File: src/rtl/hdmi_pkg.sv
// Shared types for the HDMI frame-buffer write path: default bus-width
// typedefs and the arbiter FSM state encoding.
package hdmi_pkg;

  localparam int FB_ADDR_W = 17;
  localparam int FB_DATA_W = 16;

  typedef logic [FB_ADDR_W-1:0] fb_addr_t;
  typedef logic [FB_DATA_W-1:0] fb_data_t;

  typedef enum logic {
    IDLE  = 1'b0,
    GRANT = 1'b1
  } arb_state_e;

endpackage : hdmi_pkg

File: src/rtl/rr_picker.sv
// Combinational round-robin search: first set bit of req at or after ptr,
// scanning upward and wrapping back to index 0.
module rr_picker #(
  parameter int N     = 4,
  parameter int IDX_W = (N > 1) ? $clog2(N) : 1
) (
  input  logic [N-1:0]     req,
  input  logic [IDX_W-1:0] ptr,
  output logic             valid,
  output logic [IDX_W-1:0] idx
);

  int j;

  // NOTE: every output gets a default before the loop so no path leaves
  // them unassigned; otherwise synthesis infers a latch.
  always_comb begin
    valid = 1'b0;
    idx   = '0;
    j     = 0;
    for (int i = 0; i < N; i++) begin
      j = int'(ptr) + i;
      if (j >= N) j = j - N;
      if (!valid && req[j]) begin
        valid = 1'b1;
        idx   = IDX_W'(j);
      end
    end
  end

endmodule : rr_picker

File: src/rtl/fb_write_arbiter.sv
// Round-robin burst arbiter merging NREQ pixel writers onto the single HDMI
// frame-buffer write port. Define FB_ARB_VBLANK_ONLY_EN to restrict writes
// to vertical blanking.
module fb_write_arbiter
  import hdmi_pkg::*;
#(
  parameter int NREQ      = 4,
  parameter int ADDR_W    = 17,
  parameter int DATA_W    = 16,
  parameter int MAX_BURST = 16,
  localparam int IDX_W    = $clog2(NREQ),
  localparam int CNT_W    = $clog2(MAX_BURST + 1)
) (
  input  logic                         clk_i,
  input  logic                         rst_n_i,
  input  logic [NREQ-1:0]              req_i,
  input  logic [NREQ-1:0][ADDR_W-1:0]  addr_i,
  input  logic [NREQ-1:0][DATA_W-1:0]  data_i,
  output logic [NREQ-1:0]              gnt_o,
  input  logic                         vblank_i,
  output logic [ADDR_W-1:0]            pxl_addr_o,
  output logic [DATA_W-1:0]            pxl_data_o,
  output logic                         pxl_en_o,
  output logic                         busy_o,
  output logic [IDX_W-1:0]             owner_o
);

  arb_state_e        state_q, state_d;
  logic [IDX_W-1:0]  owner_q, owner_d;
  logic [IDX_W-1:0]  rr_ptr_q, rr_ptr_d;
  logic [CNT_W-1:0]  beat_cnt_q, beat_cnt_d;
  logic              pxl_en_q, pxl_en_d;
  logic [ADDR_W-1:0] pxl_addr_q, pxl_addr_d;
  logic [DATA_W-1:0] pxl_data_q, pxl_data_d;
  logic              rst_done_q;

  logic              win_open;
  logic              pick_valid;
  logic [IDX_W-1:0]  pick_idx;
  logic [NREQ-1:0]   grant_vec;
  logic              owner_req;
  logic              xfer;
  logic              burst_done;
  logic [IDX_W-1:0]  next_ptr;

`ifdef FB_ARB_VBLANK_ONLY_EN
  assign win_open = vblank_i;
`else
  logic unused_vblank;
  assign unused_vblank = vblank_i;
  assign win_open      = 1'b1;
`endif

  rr_picker #(
    .N     (NREQ),
    .IDX_W (IDX_W)
  ) u_rr_picker (
    .req   (req_i & {NREQ{win_open}}),
    .ptr   (rr_ptr_q),
    .valid (pick_valid),
    .idx   (pick_idx)
  );

  always_comb begin
    grant_vec = '0;
    if (state_q == GRANT) grant_vec[owner_q] = 1'b1;
  end

  // Closing the blanking window masks the ready so no beat slips through
  // on the cycle the grant is dropped.
  assign gnt_o      = grant_vec & {NREQ{win_open}};
  assign owner_req  = req_i[owner_q];
  assign xfer       = (state_q == GRANT) && owner_req && win_open;
  assign burst_done = xfer && (beat_cnt_q == CNT_W'(MAX_BURST - 1));
  assign next_ptr   = (owner_q == IDX_W'(NREQ - 1)) ? '0 : owner_q + IDX_W'(1);

  always_comb begin
    state_d    = state_q;
    owner_d    = owner_q;
    rr_ptr_d   = rr_ptr_q;
    beat_cnt_d = beat_cnt_q;
    pxl_en_d   = 1'b0;
    pxl_addr_d = pxl_addr_q;
    pxl_data_d = pxl_data_q;
    case (state_q)
      IDLE: begin
        // rst_done_q holds off the first grant for one edge after reset.
        if (pick_valid && rst_done_q) begin
          state_d    = GRANT;
          owner_d    = pick_idx;
          beat_cnt_d = '0;
        end
      end
      GRANT: begin
        if (xfer) begin
          pxl_en_d   = 1'b1;
          pxl_addr_d = addr_i[owner_q];
          pxl_data_d = data_i[owner_q];
          beat_cnt_d = beat_cnt_q + CNT_W'(1);
        end
        if (!owner_req || burst_done || !win_open) begin
          state_d  = IDLE;
          rr_ptr_d = next_ptr;
        end
      end
      default: state_d = IDLE;
    endcase
  end

  // NOTE: state registers use non-blocking assignments so every flop samples
  // pre-edge values regardless of statement order.
  always_ff @(posedge clk_i or negedge rst_n_i) begin
    if (!rst_n_i) begin
      state_q    <= IDLE;
      owner_q    <= '0;
      rr_ptr_q   <= '0;
      beat_cnt_q <= '0;
      pxl_en_q   <= 1'b0;
      pxl_addr_q <= '0;
      pxl_data_q <= '0;
      rst_done_q <= 1'b0;
    end else begin
      state_q    <= state_d;
      owner_q    <= owner_d;
      rr_ptr_q   <= rr_ptr_d;
      beat_cnt_q <= beat_cnt_d;
      pxl_en_q   <= pxl_en_d;
      pxl_addr_q <= pxl_addr_d;
      pxl_data_q <= pxl_data_d;
      rst_done_q <= 1'b1;
    end
  end

  assign pxl_en_o   = pxl_en_q;
  assign pxl_addr_o = pxl_addr_q;
  assign pxl_data_o = pxl_data_q;
  assign busy_o     = (state_q == GRANT);
  assign owner_o    = owner_q;

endmodule : fb_write_arbiter

File: config.mk
export PLATFORM = sky130hd
export DESIGN_NAME = fb_write_arbiter
export DESIGN_NICKNAME = d
export VERILOG_FILES = /design/src/rtl/hdmi_pkg.sv /design/src/rtl/rr_picker.sv /design/src/rtl/fb_write_arbiter.sv
export SDC_FILE = /design/constraint.sdc
export NUM_CORES = 1
export LEC_CHECK = 0
export CAP_MARGIN = 40
export CORE_ASPECT_RATIO = 1.4
export CORE_MARGIN = 4
export CORE_UTILIZATION = 38
export CTS_BUF_LIST = sky130_fd_sc_hd__clkbuf_16
export DETAILED_ROUTE_END_ITERATION = 7
export GPL_TIMING_DRIVEN = 0
export PLACE_DENSITY = 0.89
export SYNTH_ARGS = -nofsm -noshare
export SYNTH_HDL_FRONTEND = slang
export SYNTH_SLANG_ARGS = --single-unit
File: constraint.sdc
create_clock -name clk_i -period 2.5 [get_ports clk_i]
set_input_delay 0.375 -clock clk_i [delete_from_list [all_inputs] [get_ports clk_i]]
set_output_delay 0.375 -clock clk_i [all_outputs]
set_load 0.05 [all_outputs]
Word-level counts from Yosys, hierarchy flattened --
Index checks and enable logic that the tools add are counted.
Operators by class: add/sub/neg operators 9, order comparisons 10, equal/unequal tests 4, multiplexer cells 42, bitwise gates (word level) 1, reductions and logical operators 16
Operator list (count):
- 32-bit by 4-bit less-than comparator with 1-bit output (second input constant) | 4
- 32-bit 2-to-1 mux | 4
- 32-bit by 4-bit >= comparator with 1-bit output (second input constant) | 3
- 32-bit by 4-bit subtractor with 32-bit output (second input constant) | 3
- 17-bit binary-select mux with 2-bit select | 1
- 16-bit binary-select mux with 2-bit select | 1
- 1-bit 2-to-1 mux | 18
- 17-bit 2-to-1 mux | 1
- 16-bit 2-to-1 mux | 1
- 1-bit binary-select mux with 2-bit select | 5
- 2-bit 2-to-1 mux | 5
- 5-bit 2-to-1 mux | 2
- 5-bit one-hot mux with 2 select lines | 1
- 2-bit AND reduction | 4
- 1-bit logical AND | 7
- 2-bit by 2-bit adder with 3-bit output (second input constant) | 2
- 5-bit by 1-bit adder with 5-bit output (second input constant) | 1
- 5-bit by 4-bit == test with 1-bit output (second input constant) | 1
- 1-bit logical NOT | 4
- 4-bit 2-to-1 mux | 1
- 2-bit by 3-bit subtractor with 4-bit output (second input constant) | 1
- 2-bit by 1-bit adder with 3-bit output (second input constant) | 1
- 2-bit by 3-bit >= comparator with 1-bit output (second input constant) | 1
- 2-bit by 3-bit less-than comparator with 1-bit output (second input constant) | 1
- other kinds (9) | 9
Storage, ports and cells: register bits 45, output and inout bits 41, word-level logic and storage cells 90

Longest topological paths before layout --
Gate-level depths: netlist (run 1).
depth in word-level cells 18, mapped depth 6

By module --
A second synthesis (run 1) with hierarchy kept.
Second synthesis, totals: cells, all modules 183, area, all modules 2835.2 um2
By module, submodules not included:
- fb_write_arbiter | times used 1, cells an instance 168, area an instance 2757.6 um2
- rr_picker | times used 1, cells an instance 15, area an instance 77.6 um2

Worst setup path after synthesis (run 1) --
No wires, ideal clock.
path kind flip-flop to output port, start point register owner_q[1] (netlist: owner_o[1]), end point output gnt_o[1], arrival 1850 ps, data required time 2125 ps, slack 275 ps, stages on the path, launching flop included 6, buffers on the path 2, cell sequence dfrtp_1 buf_2 buf_1 inv_1 ha_1 and2_1
On the way: cells in the longest elaborated chain, start to end 5
RTL lines:
- start, declared | line fb_write_arbiter.sv:29 | logic [IDX_W-1:0] owner_q, owner_d;
- start signal, assigned | line fb_write_arbiter.sv:124 | owner_q <= owner_d;
- 2-bit by 3-bit less-than comparator with 1-bit output (implied by the code) / 2-bit by 1-bit >= comparator with 1-bit output (equally long branches) | line fb_write_arbiter.sv:66 | if (state_q == GRANT) grant_vec[owner_q] = 1'b1;
- 1-bit logical AND (implied by the code) | line fb_write_arbiter.sv:66
- 1-bit 2-to-1 mux (implied by the code) | line fb_write_arbiter.sv:66
- 1-bit demux with 2-bit select (*) | line fb_write_arbiter.sv:66
- 4-bit 2-to-1 mux (*) | line fb_write_arbiter.sv:66
- end, declared | line fb_write_arbiter.sv:19 | output logic [NREQ-1:0] gnt_o,
Every way passes the cells marked *; elsewhere a longest branch is shown, timed or not.

Worst setup path in the final report (run 1) --
start point register state_q (netlist: busy_o), end point output gnt_o[3]
On the way: cells in the longest elaborated chain, start to end 1
RTL lines:
- start, declared | line fb_write_arbiter.sv:28 | arb_state_e state_q, state_d;
- start signal, assigned | line fb_write_arbiter.sv:123 | state_q <= state_d;
- 4-bit 2-to-1 mux | line fb_write_arbiter.sv:66
No other way between the ends.

==> key figures, run 1 <==
Pwr
  – Maximum vdd drop: 0.913 mV
  – Clk pwr share: 11.8%
  – Pwr Density: 1240 mW/mm²
  – Sw Ratio: 43.1%
  – P_sw: 0.00267 W
  – Internal Power: 0.00351 W
  – Flop pwr share: 21.1%
  – Comb power frac: 67.1%
  – Leak: 2.06 nW

Drt
  – Top Layer Used: met4
  – DR WL met2: 4700 µm
  – Initial DRT Pass Iterations: 4
  – DRT Wirelength: 8730 µm
  – Vias per inst: 5.12
  – Routed length on met1: 3070 µm
  – ANT nets after route: 0
  – Vias: 2407
  – Residual DRC count: 0
  – Met3 WL: 755 µm
  – Initial detailed-routing violation count: 38
  – WL/cell: 18.6 µm

Final layout
  – Fill cells: 561
  – Ant diodes: 0
  – Post-route cell area: 0.00499 mm²
  – Share of cells above drive strength 1: 23.3%
  – Final nets: 517
  – Area Growth Syn to Fin: 70.4%

Critical path
  – Delay-heaviest family, CP: buffers and inverters
  – Worst Setup Path Type: reg -> out
  – Critical-path cell list: buf_2 -> and2_1 -> clkdlybuf4s50_1
  – Worst reg2reg endpoint: pxl_data_o[2]
  – Critical R2R Launch: owner_o[0]
  – Crit path max fanout: 10
  – CP max stage cell: clkdlybuf4s50_1
  – Startpoint type of the worst setup path: flip-flop
  – Reg2Reg Setup Slack: 0.40 ns
  – Data arrival time of the critical path: 1.86 ns
  – Required time of the worst setup path: 2.12 ns
  – WP buf/inv: 2
  – Setup crit end kind: output port
  – Max stage delay on crit path: 0.81 ns
  – Reg2Reg Depth: 5
  – CP startpoint: busy_o

Place
  – DP Wirelength: 7410 µm
  – Placed inst area: 0.00483 mm²
  – Buffers added on ports: 177
  – GPL Wtd Cong: 0.779

Synth
  – Synthesized area: 0.00293 mm²
  – Seq/Total Area, Yosys: 38.5%
  – Largest area contributor in the netlist: dfrtp_1
  – Prevailing post-synth register cell: dfrtp_1
  – Post-synth EDFFs: 0
  – Synth unique cells: 36
  – Yosys warning count: 0
  – Synth Instances: 189
  – Post-synthesis async set-or-reset flop share: 100%
  – Synth cell count leaders: dfrtp_1, mux4_2, mux2_4
  – Post-Syn Nets: 334
  – Top cell type's share of synthesized area: 38.5%
  – Top cells by area, synth: dfrtp_1, mux4_2, mux2_4, ha_1, buf_12
  – Count leader, synth: dfrtp_1
  – Mapped Avg Cell Area: 15.5 µm²
  – Seq cells post-synth: 45

Flow run
  – Number of max-cap violations: 0

Floorplanning
  – Die height: 112 µm
  – Core Box Area: 0.00741 mm²
  – Site row count: 37
  – I/O Pins: 180
  – Starting Density: 39.5%
  – Die area: 0.00919 mm²
  – Die Wd: 82.2 µm

STA
  – Relative slew margins: 47.4%
  – Final Setup Violations: 0
  – Max Slew Vio Count: 0
  – Highest Clock Rate: 448 MHz
  – Final hold violations: 0
  – Final worst-path cycle share: 89.3%
  – Clock Skew: 0.00641 ns
  – Final min period: 2.23 ns
  – Final TNS setup: 0 ns
  – Slew at the pin with the worst max-slew slack: 0.788 ns
  – RSZ-0062 raised after global routing: no

GRT
  – Gr usage total: 19.6%
  – Congestion Overflow GR: 0
  – Initial antenna violation count: 0
  – Vias in the first global route: 2769
  – Largest net degree at the start of global routing: 26
  – First-pass GRT wire length: 13800 µm

CTS
  – Clock buffer depth: 2
  – Clock root buffer: clkbuf_16
  – CTS sink count: 45
  – Worst-path clk slew: 0.06 ns
  – CTS tree: built
  – Number of CTS-inserted buffers: 5
  – Post-CTS Setup Inserts: 0
  – Later-pin clock latency in the skew report: 0.28 ns
  – # H-tree levels: 2

Run status
  – Status: finished clean

Hold path
  – Tightest Hold Check Type: in -> async
## placed cells by master, fill, tap and decap left out, drive strengths merged, types with 3 or more instances in the layout
cell	count
ha	6
clkbuf	8
a21oi	4
nor2	4
dlygate4sd2	3
nand3	7
dfrtp	45
inv	9
clkdlybuf4s50	173
and2	4
mux4	34
buf	11
o21ai	6
nand2	4
mux2	34
## how the worst max path moves through the flow
stage / endpoint / slack [ns] / depth (start not counted)
floorplan: gnt_o[1] / 0.28 / 5
global placement: gnt_o[1] / -0.21 / 6
detailed placement: gnt_o[0] / -0.29 / 6
CTS: gnt_o[2] / 0.23 / 5
global route: gnt_o[2] / 0.14 / 5
finish: gnt_o[3] / 0.27 / 3
## power by group through the flow
stage | Sequential, W | Clock, W | Combinational, W
6_report | 0.00130 | 0.000730 | 0.00415
5_1_grt | 0.00135 | 0.000785 | 0.00437
4_1_cts | 0.00130 | 0.000750 | 0.00421
3_5_place_dp | 0.00131 | 0 | 0.00422
3_3_place_gp | 0.00128 | 0 | 0.00415
2_1_floorplan | 0.00236 | 0 | 0.00189
## sequential cells by signal, summed over array words and instances (netlist names)
register / flops
beat_cnt_q: 5
busy_o: 1
owner_o: 2
pxl_addr_o: 17
pxl_data_o: 16
pxl_en_o: 1
rr_ptr_q: 2
rst_done_q: 1
## through the flow
stage               util, %  instances  power (W)  worst slack [ns]  hold slack [ns]
floorplan                 -        189    0.00425             0.275           0.0794
global placement       65.1        463    0.00543            -0.210            0.488
detailed placement     65.3        464    0.00553            -0.286            0.370
CTS                    67.3        470    0.00626             0.235           0.0696
global route           67.3        470    0.00650             0.135           0.0920
finish                 67.3        470    0.00618             0.267           0.0575
## worst reg2reg max path, delay by kind of cell (launching register included)
family	cells	cell delay, ns
buf+inv	2	0.44
mux	2	0.96
flops	1	0.42
simple gates	1	0.16
## layout make-up
| cell class | instances | area, µm² | share of cell area, % |
|---|---|---|---|
| Clock inverter | 3 | 37.5 | 0.753 |
| Multi-Input combinational cell | 122 | 1650 | 33.0 |
| Tap cell | 97 | 121 | 2.43 |
| Timing Repair Buffer | 178 | 1780 | 35.8 |
| Buffer | 12 | 116 | 2.33 |
| Inverter | 8 | 30.0 | 0.602 |
| Sequential cell | 45 | 1130 | 22.6 |
| Clock buffer | 5 | 125 | 2.51 |
## what timing repair did
item / 4_1_cts / 5_1_grt
setup endpoints to repair: 3 / 0
resized for setup: 4 / 0
hold buffers: 0 / 0
## kinds of logic after synthesis
family	count (synthesis)	share of synthesized area (%)
flops	45	38.5
other cells	1	0.128
compound gates	19	4.58
fa+ha+maj	6	2.57
buf+inv	22	5.22
simple gates	26	5.22
mux	70	43.8
## routing by layer
| metal | global-route usage [%] | vias up |
|---|---|---|
| met4 | 6.10 | 0 |
| met3 | 5.91 | 17 |
| met1 | 20.9 | 1185 |
| li1 | - | 1095 |
| met2 | 35.8 | 110 |
| met5 | 0 | - |
Power figures use the tool's default switching activity.
==> inputs of run 2 (changes only) <==
- SETUP_SLACK_MARGIN: default -> 0.5
==> run 2 against run 1 <==
Against the previous run: sequential share of layout area is 0.41 points lower; combinational power is 5% higher; global-route usage is 0.43 points higher; fmax is 12% higher; final cell count is 1.9% higher.
==> key figures, run 2 (synthesized netlist as in run 1, its figures left out) <==
Run status
  – Status: finished clean

STA
  – Final worst-path cycle share: 79.8%
  – Post-route setup slack: 0.506 ns
  – Max Slew Vio Count: 0
  – Relative slew margins: 59.6%
  – Slew at the pin with the worst max-slew slack: 0.606 ns
  – Final hold violations: 0
  – Final Setup Violations: 0
  – Highest Clock Rate: 501 MHz
  – Clock Skew: 0.00602 ns
  – Hold slack: 0.0443 ns
  – Final min period: 1.99 ns
  – RSZ-0062 raised after global routing: yes

Pwr
  – Maximum vdd drop: 0.757 mV
  – Leak: 2.13 nW
  – Pwr Density: 1230 mW/mm²

Critical path
  – Data arrival time of the critical path: 2.15 ns
  – Worst Setup Path Type: in -> reg
  – Crit path max fanout: 10
  – Startpoint type of the worst setup path: input port
  – Required time of the worst setup path: 2.66 ns
  – Setup crit end kind: flip-flop
  – Reg2Reg Setup Slack: 0.61 ns

Final layout
  – Reg area: 0.00113 mm²
  – Final nets: 526
  – Fin cells: 479
  – Commonest cells after routing, fill and taps aside: clkdlybuf4s50_1, dfrtp_1, mux4_2, mux2_4, buf_4
  – Most common cell after layout, fill and taps aside: clkdlybuf4s50_1
  – Fill cells: 543
  – Ant diodes: 0
  – Share of cells above drive strength 1: 27.5%
  – Max FFs per register: 17
  – Area Growth Syn to Fin: 74.0%
  – Area of the multi-input gates: 0.00166 mm²

Drt
  – Initial detailed-routing violation count: 51
  – WL/cell: 19.0 µm
  – DRT Wirelength: 9090 µm
  – Vias per inst: 5.19
  – Vias: 2487
  – Initial DRT Pass Iterations: 4
  – ANT nets after route: 0
  – Residual DRC count: 0

GRT
  – Vias in the first global route: 2821
  – Largest net degree at the start of global routing: 28
  – First-pass GRT wire length: 14100 µm
  – Gr usage total: 20.0%
  – Congestion Overflow GR: 0
  – Initial antenna violation count: 1

Place
  – Post-Place Worst Slack: 0.0133 ns
  – GPL Wtd Cong: 0.772
  – Total placed cells including tap cells: 464
  – DP Wirelength: 7420 µm
  – Buffers added on ports: 177

Floorplanning
  – Site row count: 37
  – Core Box Area: 0.00741 mm²
  – Die Wd: 82.2 µm
  – Die area: 0.00919 mm²
  – Starting Density: 39.5%
  – I/O Pins: 180
  – Die height: 112 µm

CTS
  – Clock buffer depth: 2
  – CTS sink count: 45
  – Number of CTS-inserted buffers: 5
  – Clock root buffer: clkbuf_16
  – Later-pin clock latency in the skew report: 0.28 ns
  – CTS Hold Bufs: 0
  – # H-tree levels: 2
  – CTS tree: built
  – Worst-path clk slew: 0.06 ns

Flow run
  – Number of max-cap violations: 0

Hold path
  – Tightest Hold Check Type: in -> async
[run 2: repair_timing]
item	CTS	global route
gates resized for setup	29	9
setup buffers	1	6
gates cloned	0	0
setup endpoints to repair	17	7
[run 2: critical path, stage by stage]
cell and delay [ns]:
clkdlybuf4s50_1 0.54, mux4_2 0.62, nand2_8 0.15, buf_12 0.15, mux2_4 0.30
[run 2: final cells by class]
type | count | area share, %
flip-flops and latches | 45 | 22.2
clock inverters | 3 | 0.270
clock buffers | 5 | 2.46
repair buffers | 185 | 36.1
plain buffers | 14 | 3.29
inverters | 8 | 0.590
multi-input cells | 122 | 32.7
well taps | 97 | 2.39
[run 2: final timing paths]
path	end	start	depth (start not counted)
min in group clk_i	pxl_data_o[6]	pxl_data_o[6]	1
max reg2reg	pxl_data_o[12]	owner_o[0]	5
max	pxl_data_o[12]	req_i[1]	5
min	pxl_addr_o[1]	rst_n_i	1
max in group asynchronous	owner_o[0]	rst_n_i	2
min reg2reg	pxl_data_o[6]	pxl_data_o[6]	1
[run 2: metal layers]
metal / wire [µm] / track usage [%]
met1: 3130 / 20.9
met2: 4860 / 36.5
met3: 828 / 5.66
met4: 261 / 7.65
met5: 12 / 0
[run 2: power by group]
| part | switching, W | leakage [nW] | internal [W] | total [W] |
|---|---|---|---|---|
| Sequential | 0.000220 | 0.539 | 0.00109 | 0.00131 |
| Combinational | 0.00222 | 1.51 | 0.00212 | 0.00435 |
| Clock | 0.000254 | 0.0748 | 0.000363 | 0.000617 |
[run 2: per-stage QoR]
stage          instance area (µm²)  TNS [ns]  util (%)  power (W)
2_1_floorplan                 2930         0         -    0.00426
3_3_place_gp                  4830     -7.99      65.2    0.00544
3_5_place_dp                  4840         0      65.4    0.00553
4_1_cts                       5020         0      67.8    0.00625
5_1_grt                       5090         0      68.7    0.00659
6_report                      5090         0      68.7    0.00627
